$ cat src/rtl/letter_grid_buffer_pkg.sv
// Shared text-rendering package.
// Purpose: key codes, tile geometry shared with the image_sprite stage,
//          and the grid-buffer state encoding.
// Contents: LETTER_NONE / KEY_BACKSPACE / KEY_ENTER codes, TILE_W / TILE_H,
//           grid_state_t, is_letter() helper.
package text_pkg;

    localparam logic [4:0] LETTER_NONE   = 5'd0;
    localparam logic [4:0] LETTER_LAST   = 5'd26;
    localparam logic [4:0] KEY_BACKSPACE = 5'd27;
    localparam logic [4:0] KEY_ENTER     = 5'd28;

    // Visible tile size; the pitch adds a 4-pixel gap on the right/bottom.
    localparam int TILE_W = 38;
    localparam int TILE_H = 45;

    typedef enum logic [1:0] {
        CLEAR,
        EDIT,
        COMMIT,
        DONE
    } grid_state_t;

    function automatic logic is_letter(input logic [4:0] code);
        return (code != LETTER_NONE) && (code <= LETTER_LAST);
    endfunction

endpackage

$ cat src/rtl/letter_grid_buffer_if.sv
// Keystroke handshake between the keyboard decoder and the grid buffer.
// Signals: key_valid_in (code present), key_code_in (5-bit key code),
//          key_ready_out (grid buffer can take a key this cycle).
// Modports: master = keyboard decoder side, slave = grid buffer side.
interface letter_grid_buffer_if;
    logic       key_valid_in;
    logic [4:0] key_code_in;
    logic       key_ready_out;

    modport master (output key_valid_in, output key_code_in, input key_ready_out);
    modport slave  (input key_valid_in, input key_code_in, output key_ready_out);
endinterface

$ cat src/rtl/letter_grid_buffer_scan.sv
// letter_grid_scan: 2-stage pixel-to-tile pipeline.
// Stage 1 maps (hcount_in, vcount_in) to a tile column/row with a chain of
// constant comparators, and registers the tile origin and in-grid flag.
// Stage 2 registers x_out/y_out alongside the parent's cell-array read.
// Ports: pixel_clk_in, rst_n_in; hcount_in/vcount_in pixel position;
//        rd_idx_out/in_grid_out stage-1 cell index and grid flag for the
//        parent's read port; x_out/y_out tile origin (0 outside the grid);
//        hcount_out/vcount_out positions delayed by 2 cycles.
module letter_grid_scan
    import text_pkg::*;
#(
    parameter int COLS     = 5,
    parameter int ROWS     = 6,
    parameter int ORIGIN_X = 100,
    parameter int ORIGIN_Y = 50,
    parameter int PITCH_X  = 42,
    parameter int PITCH_Y  = 49,
    parameter int IDX_W    = $clog2(COLS * ROWS)
) (
    input  logic             pixel_clk_in,
    input  logic             rst_n_in,
    input  logic [10:0]      hcount_in,
    input  logic [9:0]       vcount_in,
    output logic [IDX_W-1:0] rd_idx_out,
    output logic             in_grid_out,
    output logic [10:0]      x_out,
    output logic [9:0]       y_out,
    output logic [10:0]      hcount_out,
    output logic [9:0]       vcount_out
);

    // ge_x[k] is set when the pixel is at or right of the left edge of column k;
    // ge_x[COLS] marks the right edge of the grid (gap of the last column included).
    logic [COLS:0] ge_x;
    logic [ROWS:0] ge_y;

    genvar gi;
    generate
        for (gi = 0; gi <= COLS; gi++) begin : g_col_edge
            assign ge_x[gi] = (hcount_in >= 11'(ORIGIN_X + gi * PITCH_X));
        end
        for (gi = 0; gi <= ROWS; gi++) begin : g_row_edge
            assign ge_y[gi] = (vcount_in >= 10'(ORIGIN_Y + gi * PITCH_Y));
        end
    endgenerate

    logic [2:0]  col_c, row_c;
    logic [10:0] x_c;
    logic [9:0]  y_c;
    logic        in_grid_c;

    always_comb begin
        col_c = '0;
        row_c = '0;
        for (int i = 1; i < COLS; i++) begin
            if (ge_x[i]) col_c = 3'(i);
        end
        for (int i = 1; i < ROWS; i++) begin
            if (ge_y[i]) row_c = 3'(i);
        end
        x_c       = 11'(ORIGIN_X + int'(col_c) * PITCH_X);
        y_c       = 10'(ORIGIN_Y + int'(row_c) * PITCH_Y);
        in_grid_c = ge_x[0] && !ge_x[COLS] && ge_y[0] && !ge_y[ROWS];
    end

    logic [2:0]  col_s1_reg, row_s1_reg;
    logic [10:0] x_s1_reg, h_s1_reg;
    logic [9:0]  y_s1_reg, v_s1_reg;
    logic        in_grid_s1_reg;

    always_ff @(posedge pixel_clk_in or negedge rst_n_in) begin
        if (!rst_n_in) begin
            col_s1_reg     <= '0;
            row_s1_reg     <= '0;
            x_s1_reg       <= '0;
            y_s1_reg       <= '0;
            h_s1_reg       <= '0;
            v_s1_reg       <= '0;
            in_grid_s1_reg <= 1'b0;
            x_out          <= '0;
            y_out          <= '0;
            hcount_out     <= '0;
            vcount_out     <= '0;
        end else begin
            col_s1_reg     <= col_c;
            row_s1_reg     <= row_c;
            x_s1_reg       <= x_c;
            y_s1_reg       <= y_c;
            h_s1_reg       <= hcount_in;
            v_s1_reg       <= vcount_in;
            in_grid_s1_reg <= in_grid_c;
            x_out          <= in_grid_s1_reg ? x_s1_reg : '0;
            y_out          <= in_grid_s1_reg ? y_s1_reg : '0;
            hcount_out     <= h_s1_reg;
            vcount_out     <= v_s1_reg;
        end
    end

    assign rd_idx_out  = IDX_W'(int'(row_s1_reg) * COLS + int'(col_s1_reg));
    assign in_grid_out = in_grid_s1_reg;

endmodule

$ cat src/rtl/letter_grid_buffer.sv
// letter_grid_buffer: ROWS x COLS grid of typed letters.
// Keys arrive on key_bus (valid/ready); letters fill the current row,
// backspace erases, enter on a full row commits it (commit_valid_out pulse,
// commit_word_out holds the row, column 0 in the LSBs). clear_in wipes the
// grid one cell per cycle. The scan path returns, 2 cycles later, the letter
// and tile origin under (hcount_out, vcount_out).
// Ports: pixel_clk_in, rst_n_in (async active-low); key_bus (slave);
//        clear_in; hcount_in/vcount_in -> hcount_out/vcount_out, letter_out,
//        x_out, y_out; cursor_row_out/cursor_col_out; commit_valid_out,
//        commit_word_out; full_out.
module letter_grid_buffer
    import text_pkg::*;
#(
    parameter int COLS     = 5,
    parameter int ROWS     = 6,
    parameter int ORIGIN_X = 100,
    parameter int ORIGIN_Y = 50,
    parameter int PITCH_X  = 42,
    parameter int PITCH_Y  = 49
) (
    input  logic                  pixel_clk_in,
    input  logic                  rst_n_in,
    letter_grid_buffer_if.slave   key_bus,
    input  logic                  clear_in,
    input  logic [10:0]           hcount_in,
    input  logic [9:0]            vcount_in,
    output logic [10:0]           hcount_out,
    output logic [9:0]            vcount_out,
    output logic [4:0]            letter_out,
    output logic [10:0]           x_out,
    output logic [9:0]            y_out,
    output logic [2:0]            cursor_row_out,
    output logic [2:0]            cursor_col_out,
    output logic                  commit_valid_out,
    output logic [5*COLS-1:0]     commit_word_out,
    output logic                  full_out
);

    localparam int               CELLS    = ROWS * COLS;
    localparam int               IDX_W    = $clog2(CELLS);
    localparam logic [2:0]       COL_END  = 3'(COLS);
    localparam logic [2:0]       ROW_LAST = 3'(ROWS - 1);
    localparam logic [IDX_W-1:0] CLR_LAST = IDX_W'(CELLS - 1);

    function automatic logic [IDX_W-1:0] cell_index(input logic [2:0] r, input logic [2:0] c);
        return IDX_W'(int'(r) * COLS + int'(c));
    endfunction

    grid_state_t       state_reg, state_next;
    logic [IDX_W-1:0]  clr_idx_reg, clr_idx_next;
    logic [2:0]        row_reg, row_next, col_reg, col_next;
    // Copy of the row being edited, so a commit needs no array read port.
    logic [5*COLS-1:0] row_buf_reg, row_buf_next;
    logic [5*COLS-1:0] commit_word_reg, commit_word_next;
    logic              commit_valid_reg, commit_valid_next;

    logic              wr_en;
    logic [IDX_W-1:0]  wr_idx;
    logic [4:0]        wr_data;
    logic              key_accept;

    assign key_bus.key_ready_out = (state_reg == EDIT);
    assign key_accept = key_bus.key_valid_in && key_bus.key_ready_out;

    always_comb begin
        state_next        = state_reg;
        clr_idx_next      = clr_idx_reg;
        row_next          = row_reg;
        col_next          = col_reg;
        row_buf_next      = row_buf_reg;
        commit_word_next  = commit_word_reg;
        commit_valid_next = 1'b0;
        wr_en             = 1'b0;
        wr_idx            = '0;
        wr_data           = LETTER_NONE;

        case (state_reg)
            CLEAR: begin
                wr_en  = 1'b1;
                wr_idx = clr_idx_reg;
                if (clr_idx_reg == CLR_LAST) begin
                    state_next = EDIT;
                end else begin
                    clr_idx_next = clr_idx_reg + 1'b1;
                end
            end
            EDIT: begin
                if (key_accept) begin
                    if (is_letter(key_bus.key_code_in) && (col_reg < COL_END)) begin
                        wr_en    = 1'b1;
                        wr_idx   = cell_index(row_reg, col_reg);
                        wr_data  = key_bus.key_code_in;
                        row_buf_next[int'(col_reg)*5 +: 5] = key_bus.key_code_in;
                        col_next = col_reg + 3'd1;
                    end else if ((key_bus.key_code_in == KEY_BACKSPACE) && (col_reg != 3'd0)) begin
                        wr_en    = 1'b1;
                        wr_idx   = cell_index(row_reg, col_reg - 3'd1);
                        row_buf_next[(int'(col_reg)-1)*5 +: 5] = LETTER_NONE;
                        col_next = col_reg - 3'd1;
                    end else if ((key_bus.key_code_in == KEY_ENTER) && (col_reg == COL_END)) begin
                        state_next = COMMIT;
                    end
                end
            end
            COMMIT: begin
                commit_valid_next = 1'b1;
                commit_word_next  = row_buf_reg;
                row_buf_next      = '0;
                if (row_reg == ROW_LAST) begin
                    state_next = DONE;
                end else begin
                    row_next   = row_reg + 3'd1;
                    col_next   = 3'd0;
                    state_next = EDIT;
                end
            end
            default: ;  // DONE: hold until clear or reset
        endcase

        // Clear overrides everything this cycle, including a key or a pending commit.
        if (clear_in) begin
            state_next        = CLEAR;
            clr_idx_next      = '0;
            row_next          = '0;
            col_next          = '0;
            row_buf_next      = '0;
            commit_word_next  = commit_word_reg;
            commit_valid_next = 1'b0;
            wr_en             = 1'b0;
        end
    end

    always_ff @(posedge pixel_clk_in or negedge rst_n_in) begin
        if (!rst_n_in) begin
            state_reg        <= CLEAR;
            clr_idx_reg      <= '0;
            row_reg          <= '0;
            col_reg          <= '0;
            row_buf_reg      <= '0;
            commit_word_reg  <= '0;
            commit_valid_reg <= 1'b0;
        end else begin
            state_reg        <= state_next;
            clr_idx_reg      <= clr_idx_next;
            row_reg          <= row_next;
            col_reg          <= col_next;
            row_buf_reg      <= row_buf_next;
            commit_word_reg  <= commit_word_next;
            commit_valid_reg <= commit_valid_next;
        end
    end

    // Cell array: one write port, one registered read port (read-first).
    logic [4:0] cell_mem [CELLS];

    always_ff @(posedge pixel_clk_in) begin
        if (wr_en) cell_mem[wr_idx] <= wr_data;
    end

    logic [IDX_W-1:0] rd_idx;
    logic             rd_in_grid;

    letter_grid_scan #(
        .COLS     (COLS),
        .ROWS     (ROWS),
        .ORIGIN_X (ORIGIN_X),
        .ORIGIN_Y (ORIGIN_Y),
        .PITCH_X  (PITCH_X),
        .PITCH_Y  (PITCH_Y),
        .IDX_W    (IDX_W)
    ) u_scan (
        .pixel_clk_in (pixel_clk_in),
        .rst_n_in     (rst_n_in),
        .hcount_in    (hcount_in),
        .vcount_in    (vcount_in),
        .rd_idx_out   (rd_idx),
        .in_grid_out  (rd_in_grid),
        .x_out        (x_out),
        .y_out        (y_out),
        .hcount_out   (hcount_out),
        .vcount_out   (vcount_out)
    );

    always_ff @(posedge pixel_clk_in or negedge rst_n_in) begin
        if (!rst_n_in) begin
            letter_out <= LETTER_NONE;
        end else begin
            letter_out <= rd_in_grid ? cell_mem[rd_idx] : LETTER_NONE;
        end
    end

    assign cursor_row_out   = row_reg;
    assign cursor_col_out   = col_reg;
    assign commit_valid_out = commit_valid_reg;
    assign commit_word_out  = commit_word_reg;
    assign full_out         = (state_reg == DONE);

endmodule

$ cat src/flat_wrapper.sv
// flat-port wrapper written by rule: the top's interface ports become plain ports
module letter_grid_buffer_flat import text_pkg::*;
#(
    parameter int COLS     = 5,
    parameter int ROWS     = 6,
    parameter int ORIGIN_X = 100,
    parameter int ORIGIN_Y = 50,
    parameter int PITCH_X  = 42,
    parameter int PITCH_Y  = 49
)
  (pixel_clk_in, rst_n_in, clear_in, hcount_in, vcount_in, hcount_out, vcount_out, letter_out, x_out, y_out, cursor_row_out, cursor_col_out, commit_valid_out, commit_word_out, full_out, key_bus_key_valid_in, key_bus_key_code_in, key_bus_key_ready_out);
  letter_grid_buffer_if key_bus_i ();
  input  logic pixel_clk_in;
  input  logic rst_n_in;
  input  logic clear_in;
  input  logic [10:0] hcount_in;
  input  logic [9:0] vcount_in;
  output logic [10:0] hcount_out;
  output logic [9:0] vcount_out;
  output logic [4:0] letter_out;
  output logic [10:0] x_out;
  output logic [9:0] y_out;
  output logic [2:0] cursor_row_out;
  output logic [2:0] cursor_col_out;
  output logic commit_valid_out;
  output logic [5*COLS-1:0] commit_word_out;
  output logic full_out;
  input wire logic [$bits(key_bus_i.key_valid_in)-1:0] key_bus_key_valid_in;
  input wire logic [$bits(key_bus_i.key_code_in)-1:0] key_bus_key_code_in;
  output wire logic [$bits(key_bus_i.key_ready_out)-1:0] key_bus_key_ready_out;
  assign key_bus_i.key_valid_in = key_bus_key_valid_in;
  assign key_bus_i.key_code_in = key_bus_key_code_in;
  assign key_bus_key_ready_out = key_bus_i.key_ready_out;
  letter_grid_buffer #(.COLS(COLS), .ROWS(ROWS), .ORIGIN_X(ORIGIN_X), .ORIGIN_Y(ORIGIN_Y), .PITCH_X(PITCH_X), .PITCH_Y(PITCH_Y)) u_core (.pixel_clk_in(pixel_clk_in), .rst_n_in(rst_n_in), .key_bus(key_bus_i), .clear_in(clear_in), .hcount_in(hcount_in), .vcount_in(vcount_in), .hcount_out(hcount_out), .vcount_out(vcount_out), .letter_out(letter_out), .x_out(x_out), .y_out(y_out), .cursor_row_out(cursor_row_out), .cursor_col_out(cursor_col_out), .commit_valid_out(commit_valid_out), .commit_word_out(commit_word_out), .full_out(full_out));
endmodule
$ cat config.mk
export PLATFORM = sky130hd
export DESIGN_NAME = letter_grid_buffer_flat
export DESIGN_NICKNAME = d
export VERILOG_FILES = /design/src/rtl/letter_grid_buffer_pkg.sv /design/src/rtl/letter_grid_buffer_if.sv /design/src/rtl/letter_grid_buffer_scan.sv /design/src/rtl/letter_grid_buffer.sv /design/src/flat_wrapper.sv
export SDC_FILE = /design/constraint.sdc
export NUM_CORES = 1
export LEC_CHECK = 0
export CAP_MARGIN = 30
export CELL_PAD_IN_SITES_DETAIL_PLACEMENT = 0
export CELL_PAD_IN_SITES_GLOBAL_PLACEMENT = 1
export CORE_ASPECT_RATIO = 0.9
export CORE_MARGIN = 5
export CORE_UTILIZATION = 44
export DETAILED_ROUTE_END_ITERATION = 7
export PLACE_DENSITY = 0.88
export SLEW_MARGIN = 30
export SYNTH_ARGS = -nofsm -noshare
export SYNTH_HDL_FRONTEND = slang
export SYNTH_SLANG_ARGS = --single-unit
$ cat constraint.sdc
create_clock -name pixel_clk_in -period 6.01 [get_ports pixel_clk_in]
set_clock_uncertainty 0.15 [all_clocks]
set_input_delay 1.202 -clock pixel_clk_in [delete_from_list [all_inputs] [get_ports pixel_clk_in]]
set_output_delay 1.202 -clock pixel_clk_in [all_outputs]
set_load 0.03 [all_outputs]
Word level (Yosys, flattened, before mapping):

Memories as Yosys holds them, arrays and structs flattened.
Cells that the tools add are included.

* multipliers: 6
* muxes and demuxes: 55
* add/sub/neg operators: 12
* eq/ne operators: 17
* order comparisons: 15
* reduce and logical (&&, ||, !) cells: 23
* shift operators: 4
* bitwise operators: 1

Operators by type and width (number)
* 25-bit 2-to-1 mux: 4
* 32-bit negator with 33-bit output: 2
* 5-bit by 33-bit variable shift with 25-bit output (first input constant): 2
* 25-bit bitwise mux: 2
* 5-bit 2-to-1 mux: 10
* 25-bit case mux with 2 select lines: 1
* 3-bit 2-to-1 mux: 14
* 11-bit by 8-bit >= comparator with 1-bit output (second input constant): 3
* 5-bit by 33-bit variable part select with 25-bit output: 1
* 5-bit by 33-bit variable part select with 25-bit output (first input constant): 1
* 32-bit by 4-bit multiplier with 32-bit output (second input constant): 1
* 10-bit by 8-bit >= comparator with 1-bit output (second input constant): 3
* 11-bit by 9-bit >= comparator with 1-bit output (second input constant): 2
* 10-bit by 9-bit >= comparator with 1-bit output (second input constant): 2
* 10-bit 2-to-1 mux: 2
* 2-bit 2-to-1 mux: 8
* 5-bit == test (second input constant): 3
* 3-bit != test (second input constant): 5
* 11-bit by 7-bit >= comparator with 1-bit output (second input constant): 1
* 5-bit by 4-bit adder with 5-bit output: 2
* 6-bit by 9-bit adder with 10-bit output (first input constant): 1
* 7-bit by 9-bit adder with 10-bit output (first input constant): 1
* 10-bit by 6-bit >= comparator with 1-bit output (second input constant): 1
* 10-bit by 7-bit >= comparator with 1-bit output (second input constant): 1
* 34 further kinds: 60

* word-level logic and storage cells: 153
* input port bits: 30
* register bits after elaboration: 159
* output and inout bits: 81
* memories kept: 1
* RAM bits: 150

Memories
* u_core.cell_mem: depth 30, bits a word 5, rd ports 1, clocked after memory_dff 0, wr ports 1, line letter_grid_buffer.sv:154 `logic [4:0] cell_mem [CELLS];`

Logic depth before layout (Yosys ltp):

* depth in word-level cells: 10
* mapped depth: 24
* depth with buffers taken out: 23

By module:

A second synthesis with hierarchy kept.

* cells, all modules: 951
* area total of the unflattened synthesis: 13384.1 um^2

Modules (own cells, without submodules)
* letter_grid_buffer: cells each 750, area an instance 10480.1 um^2, instances 1, sequential area each 6231.0 um^2
* letter_grid_scan: cells each 201, area an instance 2904.0 um^2, instances 1, sequential area each 2102.0 um^2

Worst setup path after synthesis:

Ideal clock, no wire load.

* path kind: reg-to-reg
* from: reg u_core.col_reg[0] (netlist: u_core.cursor_col_out[0])
* to: reg u_core.row_buf_reg[7]
* clock period less this slack: 5.888 ns
* setup slack: 0.122 ns
* setup time: 0.136 ns
* path buffers: 2
* cell stages (with the launch flop): 25
* data required time: 5.724 ns
* arrival time: 5.602 ns
* cells stage by stage: dfrtp_1 -> inv_2 -> ha_1 -> clkbuf_1 -> inv_1 -> ha_1 -> ha_1 -> inv_1 -> fa_1 -> clkbuf_1 -> nor3b_2 -> nand3_1 -> inv_1 -> nand2_1 -> inv_1 -> ha_1 -> inv_1 -> ha_1 -> or4b_1 -> a21oi_1 -> o211ai_1 -> o31ai_1 -> inv_1 -> o311ai_1 -> o41ai_1

* longest elaborated chain between the ends: 10
* elaborated cells between the ends (all ways): 22
* classes of those cells: 3 x add/sub; 2 x mul; 1 x order compare; 1 x eq/ne; 4 x shift; 7 x mux; 4 x reduce/logical

Ends and longest elaborated chain
* start, declared: line letter_grid_buffer.sv:51 `logic [2:0] row_reg, row_next, col_reg, col_next;`
* start signal, assigned: line letter_grid_buffer.sv:146 `col_reg <= col_next;`
* 3-bit by 1-bit subtractor with 4-bit output: line letter_grid_buffer.sv:98 `row_buf_next[(int'(col_reg)-1)*5 +: 5] = LETTER_NONE;`
* 32-bit by 4-bit multiplier with 32-bit output: line letter_grid_buffer.sv:98
* 32-bit negator with 33-bit output: line letter_grid_buffer.sv:98
* 5-bit by 33-bit variable part select with 25-bit output / 5-bit by 33-bit variable shift with 25-bit output (equally long branches): line letter_grid_buffer.sv:98
* 25-bit bitwise mux: line letter_grid_buffer.sv:98
* 25-bit 2-to-1 mux: line letter_grid_buffer.sv:95 `end else if ((key_bus.key_code_in == KEY_BACKSPACE) && (col_reg != 3'd0)) begin`
* 25-bit 2-to-1 mux: line letter_grid_buffer.sv:89 `if (is_letter(key_bus.key_code_in) && (col_reg < COL_END)) begin`
* 25-bit 2-to-1 mux: line letter_grid_buffer.sv:88 `if (key_accept) begin`
* 25-bit case mux with 2 select lines: line letter_grid_buffer.sv:77 `case (state_reg)`
* 25-bit 2-to-1 mux: line letter_grid_buffer.sv:121 `if (clear_in) begin`
* end signal, assigned: line letter_grid_buffer.sv:147 `row_buf_reg <= row_buf_next;`
* end, declared: line letter_grid_buffer.sv:53 `logic [5*COLS-1:0] row_buf_reg, row_buf_next;`

Parallel ways exist; a longest one is shown, timed or not. The select of a mux whose other input is x is not followed.
A chain may end at the register's enable or synchronous reset.

Worst setup path in the final report:

* from: reg u_core.col_reg[1] (netlist: u_core.cursor_col_out[1])
* to: reg u_core.row_buf_reg[7]

The elaborated chain is that of the path after synthesis.

==> flow_metrics.tcl <==
set metrics [dict create \
    outcome "complete, no violations" \
    firstDrtPassIters 7 \
    cts_resized 0 \
    hpwl_um 21200 \
    netlist_area_um2 13700 \
    post_cts_buffers 0 \
    path_max_fanout 17 \
    clock_path_buffers 3 \
    hold_path_depth 0 \
    area_delta_synth_final_pct 18.5 \
    tritoncts "yes" \
    period_needed_ns 5.62 \
    critPathBufInv 7 \
    drive_above_1_share_pct 14.6 \
    path_class "reg2reg" \
    synth_async_sr_flop_share_pct 50.7 \
    yosysWarningCount 0 \
    pwr-share-seq_pct 32.3 \
    synth_edf_count 150 \
    largest_register_ffs 150 \
    rsz0062_at_grt "no" \
    critPathRequiredTime_ns 6.27 \
    drt-total-wl_um 30300 \
    initial_utilization_pct 44.4 \
    worstMarginPinSlew_ns 0.857 \
    syn-instance-count 993 \
    synthFlopType "dfrtp_1" \
    placed_cell_area_um2 15200 \
    postCtsHoldBufs 0 \
    hold_viol_final 0 \
    p_leak_nw 6.34 \
    ys_ff_latch 304 \
    clockPowerShare_pct 23.7 \
    fp.dieArea_um2 34700 \
    p_sw_w 0.00302 \
    vias 8429 \
    power.share.combinational_pct 44.0 \
    final_cell_mix "dfrtp_1, edfxtp_1, clkdlybuf4s50_1" \
    hold_class "reg2reg" \
    startpoint_type "flop" \
    root_buffer "clkbuf_16" \
    grt_remaining_overflow 0 \
    grt_pass1_wl_um 48300 \
    arrival_ns 5.89 \
    grt_usage_pct 17.4 \
    r2r-start "u_core.cursor_col_out[1]$_DFFE_PN0P_" \
    clkSinkCount 304 \
    finalSetupTns_ns 0 \
    critPathSlowestCell "fa_1" \
    antenna_found_initial 0 \
    end_kind "flop" \
    power_density_nw_per_um2 467 \
    slew_headroom_pct 42.9 \
    clk_latency_ns 0.55 \
    wl_per_cell_um 19.7 \
    gp_congestion 0.920 \
    swShare_pct 40.0 \
    io_pins 111 \
    seq_area_frac_synth_pct 61.2 \
    synth.avg_cell_area_um2 13.8 \
    r2r_cells 23 \
    core_um2 30800 \
    postRouteAntennaNets 0 \
    ys_types 82 \
    max_cap_violations 0 \
    ir_drop_uv 843 \
    numCtsBuffers 30 \
    htree_levels 1 \
    r2r-end "u_core.row_buf_reg[7]$_DFFE_PN0P_" \
    design_area_um2 16200 \
    grt_pass1_vias 8496 \
    diodes 0 \
    final_common_cell "dfrtp_1" \
    setup_viol 0 \
    cp_common_cell "inv_1" \
    dieWidth_um 196 \
    path_clk_slew_ns 0.06 \
    final_nets 1195 \
    p_int_w 0.00454 \
    drv_slew 0 \
    hold-path-endpoint "u_core.u_scan.hcount_out[4]$_DFF_PN0_" \
    slowest_delay_ns 0.52 \
    initialDrtViolationCount 632 \
    routed_via_density 5.47 \
    die_h_um 177 \
    clock.fmax_ghz 0.178 \
    crit_chain "buf_4 > nor2_1 > nand2_2 > inv_1 > ha_1 > ha_1 > inv_1 > fa_1 > nor3b_4 > nand3_1 > inv_1 > nand2_1 > inv_1 > ha_1 > inv_1 > ha_1 > or4b_1 > a21oi_1 > o211ai_1 > o31ai_2 > inv_1 > o311ai_1 > o41ai_1" \
    portBuffers 108 \
    rows 61 \
    critical_path.top_delay_family "simple AND/OR/NAND/NOR gates" \
    fin_crit_sh_pct 93.6 \
    grt_max_degree 100 \
    regToRegSetupSlack_ns 0.39 \
    hp-start "u_core.u_scan.h_s1_reg[4]$_DFF_PN0_" \
    drc 0 \
]
==> through the flow <==
stage | utilization [%] | setup WS (ns) | hold WS, ns | power [W] | instances
global route | 52.6 | 0.0413 | 0.203 | 0.00799 | 1541
CTS | 52.6 | 0.294 | 0.198 | 0.00751 | 1541
floorplan | - | 0.122 | 0.181 | 0.00467 | 995
finish | 52.6 | 0.385 | 0.197 | 0.00756 | 1541
global placement | 49.4 | 0.550 | 0.183 | 0.00570 | 1487
detailed placement | 49.5 | 0.317 | 0.185 | 0.00571 | 1487
==> how the worst max path moves through the flow <==
stage,start,end,slack (ns),depth (start not counted)
4_1_cts,u_core.cursor_col_out[1]$_DFFE_PN0P_,u_core.row_buf_reg[3]$_DFFE_PN0P_,0.29,23
5_1_grt,u_core.cursor_col_out[1]$_DFFE_PN0P_,u_core.row_buf_reg[7]$_DFFE_PN0P_,0.04,23
6_report,u_core.cursor_col_out[1]$_DFFE_PN0P_,u_core.row_buf_reg[7]$_DFFE_PN0P_,0.39,23
3_5_place_dp,u_core.cursor_col_out[1]$_DFFE_PN0P_,u_core.row_buf_reg[3]$_DFFE_PN0P_,0.32,23
3_3_place_gp,u_core.cursor_col_out[0]$_DFFE_PN0P_,u_core.row_buf_reg[3]$_DFFE_PN0P_,0.55,22
2_1_floorplan,u_core.cursor_col_out[0]$_DFFE_PN0P_,u_core.row_buf_reg[7]$_DFFE_PN0P_,0.12,24
==> logic make-up after synthesis <==
family          count (synthesis)  synth area share (%)
xor+xnor                       25                  1.66
simple gates                  265                  9.80
buf+inv                        80                  2.37
flops                         304                  61.2
mux                            84                  10.5
other cells                     1                0.0274
fa+ha+maj                      55                  5.26
compound gates                179                  9.18
==> Yosys cell counts, drive strengths merged (6+ instances only) <==
| cell type | n | area (µm²) |
|---|---|---|
| dfrtp | 154 | 3850 |
| edfxtp | 150 | 4500 |
| nor2 | 66 | 250 |
| nand2 | 64 | 243 |
| ha | 51 | 638 |
| mux4 | 45 | 1010 |
| inv | 41 | 154 |
| o21ai | 41 | 209 |
| a21oi | 39 | 195 |
| and2 | 31 | 194 |
| mux2 | 30 | 338 |
| nor3 | 25 | 135 |
| clkbuf | 21 | 78.8 |
| nand3 | 20 | 100 |
| buf | 18 | 91.3 |
| o31ai | 14 | 110 |
| xor2 | 13 | 121 |
| o41ai | 12 | 105 |
| xnor2 | 12 | 105 |
| a21o | 11 | 82.6 |
| a31oi | 11 | 68.8 |
| nand4 | 10 | 62.6 |
| mux2i | 9 | 90.1 |
| nor2b | 9 | 56.3 |
| nor4 | 7 | 43.8 |
| a211oi | 6 | 50.1 |
| o22ai | 6 | 51.3 |
==> power by group through the flow <==
stage,Combinational (W),Clock (W),Sequential (W)
floorplan,0.00210,0,0.00257
detailed placement,0.00323,0,0.00248
global route,0.00361,0.00192,0.00246
global placement,0.00322,0,0.00248
CTS,0.00324,0.00182,0.00245
finish,0.00333,0.00179,0.00244
==> per-layer routing <==
layer	share of wire, %	global-route usage [%]	wire length (µm)	vias to the layer above
met5	0	0	0	-
met4	2.2	4.22	664	0
met3	5.8	2.63	1760	39
met2	47	28.1	14200	254
met1	45	25.2	13600	4172
li1	-	-	-	3964
==> area by class of cell <==
class	instances	area, µm²
clock buffer	46	888
clock inverter	8	70.1
fill	2524	14600
inverter	41	154
multi-input combinational	611	5020
sequential	304	8360
tap	409	512
timing repair buffer	122	1190
Power figures use the tool's default switching activity.
